**src/rtl/seg7_scan_driver.sv**
```systemverilog
// seg7_scan_driver: glitch-filtered, multiplexed 4-digit hex display driver for an asynchronous ripple-counter value.
module seg7_scan_driver #(
  parameter int WIDTH = 8,
  parameter int REFRESH_DIV = 50000,
  parameter int LEADING_BLANK = 1
) (
  input  logic             clk,
  input  logic             reset,
  input  logic [WIDTH-1:0] value,
  input  logic             hold,
  output logic [3:0]       an,
  output logic [6:0]       seg,
  output logic             dp
);
  localparam int PW = REFRESH_DIV > 2 ? $clog2(REFRESH_DIV) : 1;
  logic [WIDTH-1:0] s1, s2, s3;
  logic [15:0] shown;
  logic [PW-1:0] presc;
  logic [1:0] idx;
  logic [3:0] nib, an_n;
  logic [6:0] seg_n;
  logic blank, wrap;
  function automatic logic [6:0] enc(input logic [3:0] h);
    case (h)
      4'h0: enc = 7'b1000000;
      4'h1: enc = 7'b1111001;
      4'h2: enc = 7'b0100100;
      4'h3: enc = 7'b0110000;
      4'h4: enc = 7'b0011001;
      4'h5: enc = 7'b0010010;
      4'h6: enc = 7'b0000010;
      4'h7: enc = 7'b1111000;
      4'h8: enc = 7'b0000000;
      4'h9: enc = 7'b0010000;
      4'ha: enc = 7'b0001000;
      4'hb: enc = 7'b0000011;
      4'hc: enc = 7'b1000110;
      4'hd: enc = 7'b0100001;
      4'he: enc = 7'b0000110;
      default: enc = 7'b0001110;
    endcase
  endfunction
  always_comb begin
    nib = shown[{idx, 2'b00} +: 4];
    blank = LEADING_BLANK != 0 && idx != 2'd0 && (shown >> {idx, 2'b00}) == 16'd0;
    an_n = blank ? 4'hf : ~(4'b0001 << idx);
    seg_n = blank ? 7'h7f : enc(nib);
    wrap = presc == PW'(REFRESH_DIV - 1);
  end
  // shown only takes a sample seen identically on two consecutive edges, so ripple glitches never reach it
  always_ff @(posedge clk) begin
    if (reset) begin
      s1 <= '0;
      s2 <= '0;
      s3 <= '0;
      shown <= '0;
      presc <= '0;
      idx <= '0;
      an <= 4'hf;
      seg <= 7'h7f;
      dp <= 1'b1;
    end else begin
      s1 <= value;
      s2 <= s1;
      s3 <= s2;
      if (s2 == s3 && !hold) shown <= 16'(s2);
      presc <= wrap ? '0 : presc + PW'(1);
      if (wrap) idx <= idx + 2'd1;
      an <= an_n;
      seg <= seg_n;
      dp <= ~(idx == 2'd0 && hold);
    end
  end
endmodule

```
**config.mk**
```make
export PLATFORM = sky130hd
export DESIGN_NAME = seg7_scan_driver
export DESIGN_NICKNAME = d
export VERILOG_FILES = /design/src/rtl/seg7_scan_driver.sv
export SDC_FILE = /design/constraint.sdc
export NUM_CORES = 1
export LEC_CHECK = 0
export ABC_AREA = 1
export CAP_MARGIN = 15
export CORE_MARGIN = 2
export CORE_UTILIZATION = 52
export DETAILED_ROUTE_END_ITERATION = 10
export PLACE_DENSITY = 0.81
export SYNTH_ARGS = -nofsm -noshare
export SYNTH_HDL_FRONTEND = slang
export SYNTH_SLANG_ARGS = --single-unit
```
**constraint.sdc**
```tcl
create_clock -name clk -period 2.5 [get_ports clk]
set_input_delay 0.5 -clock clk [delete_from_list [all_inputs] [get_ports clk]]
set_output_delay 0.5 -clock clk [all_outputs]
set_load 0.01 [all_outputs]
```
== After elaboration in Yosys (flattened, before gate mapping) ==
Memory sizes are Yosys's and may differ from the RTL's. A register that Yosys moved wholly into a read port is not among the register bits.
Cells that the tools add are included.
Storage, ports and cells
  RAM bits: 0
  input port bits: 11
  bits in registers: 55
  output and inout port bits: 12
  ROM bits: 112
  latch bits: 0
  logic and storage cells: 27
  memories kept: 1
Memories
  (no name shown): words 16, width 7, read ports 1, clocked after memory_dff 1, wr ports 0, line 24  | case (h)
Cells by class
  mux-type cells: 0
  divide/modulo/power cells: 0
  $lt $le $gt $ge: 0
  shifts and indexed selects: 3
  multiply operators: 0
  bitwise gates (word level): 2
  reductions and logical operators: 9
  $add $sub $neg: 2
  equality and inequality tests: 2
Operators by type and width (number)
  16-bit by 1-bit adder with 16-bit output (second input constant): 1
  16-bit == test (second input constant): 1
  16-bit logical NOT: 1
  16-bit by 5-bit indexed part select with 4-bit output: 1
  8-bit by 4-bit right shift with 16-bit output: 1
  8-bit == test: 1
  4-bit NOT: 1
  2-bit OR reduction: 2
  1-bit by 2-bit left shift with 4-bit output (first input constant): 1
  1-bit logical AND: 3
  2-bit by 1-bit adder with 2-bit output (second input constant): 1
  2-bit logical NOT: 1
  2-bit nonzero test: 1
  1-bit logical NOT: 1
  1-bit NOT: 1

== Depth between registers and ports, before layout ==
  depth in word-level cells: 4
  mapped depth: 10
  gate-level depth less buffers: 10

== Worst setup path before layout ==
Ideal clock, no wire load.
  path type: flip-flop to flip-flop
  start: register idx[0]
  end: register seg[3]
  arrival: 1550 ps
  slack: 825 ps
  setup time: 125 ps
  clock period less this slack: 1675 ps
  required time: 2375 ps
  path buffers: 1
  stages on the path, launching flop included: 9
  cells stage by stage: dfxtp_1 buf_4 or2_2 nand3_2 inv_1 ha_1 or2_1 nand3_1 nand3_1
On the way
  longest elaborated chain between the ends: 4
  elaborated cells between the ends (all ways): 6
  those cells by class: shift (2); reduce/logical (4)
Ends and longest elaborated chain
  start, declared: line 19  | logic [1:0] idx;
  start signal, assigned: line 68  | if (wrap) idx <= idx + 2'd1;
  8-bit by 4-bit right shift with 16-bit output: line 45  | blank = LEADING_BLANK != 0 && idx != 2'd0 && (shown >> {idx, 2'b00}) == 16'd0;
  16-bit logical NOT: line 45
  1-bit logical AND: line 45
  2-bit OR reduction (no line)
  end, declared: line 12  | output logic [6:0] seg,
Parallel ways exist; a longest one is shown, timed or not.
A chain may end at the register's enable or synchronous reset.

== Worst setup path after layout ==
  start: register idx[0]
  end: register seg[5]
Same word-level chain as after synthesis.

==> results <==
- The flow ran to the end, and the final reports show no timing, DRC or antenna violations.
- In this run, placement finished with an instance count of approximately 470.
- The final clock skew is 0.00872 ns.
- The count of cell types in the netlist is 34.
- Multiplexer cells account for 0% of the synthesized area.
- CTS saw 62 sinks.
- The total core area is 5170 µm².
- The clock insertion delay at the later pin of the skew report is between 0.3 and 0.4 ns.
- Measured along the y axis, the die boundary spans 77.6 µm.
- For the worst setup path, the data required time is 2.73 ns.
- In this run, the number of DRC markers left after iteration 0 of detailed routing was 127.
- The first global-routing pass estimated slightly below 9 mm of wire.
- The internal portion of the total power is roughly 0.0017 W.
- The buffer levels on the longest clock path is 2.
- After synthesis, the largest family of logic cells by area is simple AND/OR/NAND/NOR gates.
- The worst-path cell with the longest stage delay is o211ai_1.
- Of the total power, the share spent switching nets is approximately a quarter.
- The average instance in the mapped netlist occupies roughly 7.4 µm².
- VDD sags by at most roughly 0.00039 V.
- The final-report hold violation count came to 0.
- The analysis attributes to net switching a power of ~0.00054 W.
- For this run, the total global-route usage over all layers was measured as a little under a fifth.
- The post-route minimum period is ~1.8 ns.
- nand2_1 is the most common cell in the netlist.
- The initial antenna violation count is 0.
- Global routing used roughly 5% of the available met3 tracks.
- The startpoint kind of the worst setup timing path is a flop.
- The top cell type by area accounts for about 44% of the synthesized area.
- The path type of the worst setup path is flop to flop.
- The worst path uses between 70 and 80% of the clock period.
- The total vias in the final route is approximately 2,300.
- The max-slew violation total from the final report was 0.
- The nature of the critical path endpoint is a flop.
- Entering global routing, the biggest net connects 26 pins.
- The classification of the worst-slack hold path is flop to flop.
- Buffers inserted during clock tree synthesis total 9.
- Post-CTS timing repair inserted 0 buffers for setup.
- The number of synthesis warnings is 0.
- After floorplanning, the core was divided into 26 placement rows.
- The final routed wire length divided by cell count is 10.7 µm.
- The number of nets handed over by synthesis was approximately 400.
- The global routing stage identified its most utilized layer as met2.
- After clock tree synthesis, the clock-pin slew on the worst setup and hold paths is about 0.07 ns.
- The tree is rooted in a clkbuf_8.
- Setup repair after global routing left no endpoint under its margin.
- The synthesized instance count is 380.
- The number of gates resized after CTS was 0.
- The area of the die is about 6000 µm².
- The total congestion overflow is 0.
- The combinational cell fraction of total power is 10.4%.
- Summing the sequential cell areas from Yosys gives 44.0% of the chip area.
- The cell repeated most along the worst path is inv_1.
- The first detailed-routing pass took 4 iterations.
- The xor/xnor cell area share of the yosys netlist is 1.24%.
- For this run, global-route usage on met2 was measured as roughly 31%.
- Registers are responsible for 47.4% of the overall power.
- The post-synthesis share of cell area spent on and, or, nand and nor gates is between 30% and 40%.
- The number of max-cap violations is 0.
- The relative max-transition margin is a little over three fifths.
- Counting flops with a built-in enable in the synthesized netlist gives 0.
- The initial utilization of the core area, before any placement, comes to between 50% and 60%.
- Detailed placement finished with a half-perimeter wire length of between 3 and 4 mm.
- The most used flip-flop cell after synthesis is dfxtp_1.
- The layout overhead on the synthesized area is 16.4%.
- Ranked by instance count, the synthesized netlist is headed by nand2_1 (78), nor2_1 (67), dfxtp_1 (62).
- Of the total synthesized cell area, the portion taken by full adders, half adders and majority gates is a little under 5%.
- On the worst path, the slowest cell contributes a delay of around 0.50 ns.
- In this run the static leakage power is approximately 1.4 nW.
- The post-detailed-routing wire length is between 5 and 6 mm.
- After synthesis the netlist holds a flip-flop and latch count of 62.
- After detailed routing, the number of vias per cell comes to 4.79.
- The filler cells instantiated in the layout total between 400 and 500.
- The power density relative to cell area is roughly 680 nW/µm².
- Summing the areas of all compound-gate instances in the mapped netlist gives a little under 5% of the synthesized area.
- Once detail routing completed, the nets flagged for antenna violations numbered 0.
- The final-report setup violation count is 0.
- The count of buffers added on input and output ports is 22.
- In the final design database the tool counted about 430 nets.
- Global routing used 21.9% of the available met1 tracks.
- For this run, the number of standard cells in the final layout without fillers is between 400 and 500.
- The area of the mapped netlist is 2820 µm².
- The quantity of hold-fixing buffers added after cts is 0.
- The share of layout cells above drive strength 1 is 12.4%.
- For this design the top-level I/O count stands at 23.
- The critical path goes through o211ai_1 > inv_1 > ha_1 > inv_1 > nor2_1 > o21ai_0 > nand3_1.
- The upper clock frequency limit is 0.558 GHz.
- The congestion estimate from routability-driven global placement came to 0.916.
- The share of synthesized registers carrying an async set or reset is 0%.
- The antenna cell count is 0.
- The synthesized design spends more area on one cell type than any other, namely dfxtp_1.
- The TritonCTS clock tree is yes.
- By area the synthesized netlist is led by dfxtp_1 (44%), nand2_1 (10%), nor2_1 (8.9%).
- The H-tree generated during clock tree synthesis spans 3 levels.
- The clock network accounts for approximately 42% of the total power.
- After detailed routing, the number of remaining DRC violations is 0.
- The pin slew with the least headroom to its limit is ~0.55 ns.
- Summed over all failing endpoints, the final setup total negative slack is 0 ns.
- The via count of the first global-routing pass is about 2,100.
- The overall die width is slightly below 80 µm.
- The data arrival time of the worst path is around 2 ns.
- Of all nets on the critical path, the largest fanout is 12.
==> critical path, delay by kind of cell, from the launching register on <==
family                   cells  cell delay (ns)
adder cells (fa/ha/maj)      1             0.23
flip-flops                   1             0.41
AND/OR/NAND/NOR              2             0.15
AO/OA/AOI/OAI                2             0.68
buffers and inverters        2             0.21
==> kinds of logic (layout without fill, tap and decap cells) <==
family	after synthesis	after routing
buffers and inverters	69	100
adders and majority gates	11	11
DFF	62	62
xor gates and xnor gates	4	4
AOI/OAI and AO/OA	23	23
and+or+nand+nor	211	211
==> placed cells by master (no fill, tap or decap), drive strengths merged <==
cell type,count
nand3,28
inv,62
clkdlybuf4s50,22
clkinv,3
bufinv,2
a21oi,10
nand4,5
nand2,84
nor2,82
xnor2,1
dfxtp,62
nor3,6
ha,11
o21ai,10
clkbuf,10
or2,5
xor2,3
o211ai,3
buf,1
nand3b,1
==> layout make-up <==
type / instances / area (µm²) / area share [%]
timing repair buffer: 23 / 228 / 6.94
clock buffer: 10 / 128 / 3.89
multi-input combinational: 249 / 1290 / 39.2
tap: 70 / 87.6 / 2.67
sequential: 62 / 1240 / 37.8
clock inverter: 5 / 75.1 / 2.29
inverter: 62 / 235 / 7.17
==> per-layer routing <==
layer / part of all wire [%] / vias up / wire (µm)
li1: - / 1212 / -
met2: 47 / 61 / 2430
met3: 4.0 / 13 / 204
met5: 0 / - / 0
met1: 46 / 1019 / 2350
met4: 3.1 / 0 / 158
==> through the flow <==
stage / hold slack [ns] / utilization (%) / setup slack, ns / instance area [µm²] / total power, W
2_1_floorplan: 0.388 / - / 0.825 / 2820 / 0.00123
3_3_place_gp: 0.390 / 59.5 / 0.720 / 3080 / 0.00130
3_5_place_dp: 0.392 / 59.5 / 0.616 / 3080 / 0.00130
4_1_cts: 0.401 / 63.4 / 0.687 / 3280 / 0.00223
5_1_grt: 0.415 / 63.4 / 0.497 / 3280 / 0.00231
6_report: 0.403 / 63.4 / 0.707 / 3280 / 0.00222
==> power by group through the flow <==
stage          Clock, W  Sequential (W)  Combinational [W]
6_report       0.000937         0.00105           0.000231
5_1_grt        0.000987         0.00106           0.000263
4_1_cts        0.000945         0.00105           0.000231
3_5_place_dp          0         0.00107           0.000230
3_3_place_gp          0         0.00107           0.000224
2_1_floorplan         0         0.00108           0.000153
==> worst paths after layout <==
path         slack, ns  cells past startpoint     end   start
max               0.71                      7  seg[5]  idx[0]
min               0.40                      2   s2[3]   s1[3]
max reg2reg       0.71                      7  seg[5]  idx[0]
min reg2reg       0.40                      2   s2[3]   s1[3]
==> state kept, by name, summed over array words and instances, names as in the netlist <==
signal  count
s1          8
idx         2
s2          8
shown       8
dp          1
s3          8
seg         7
presc      16
an          4
Note: power is estimated with default switching activity, not from simulation.
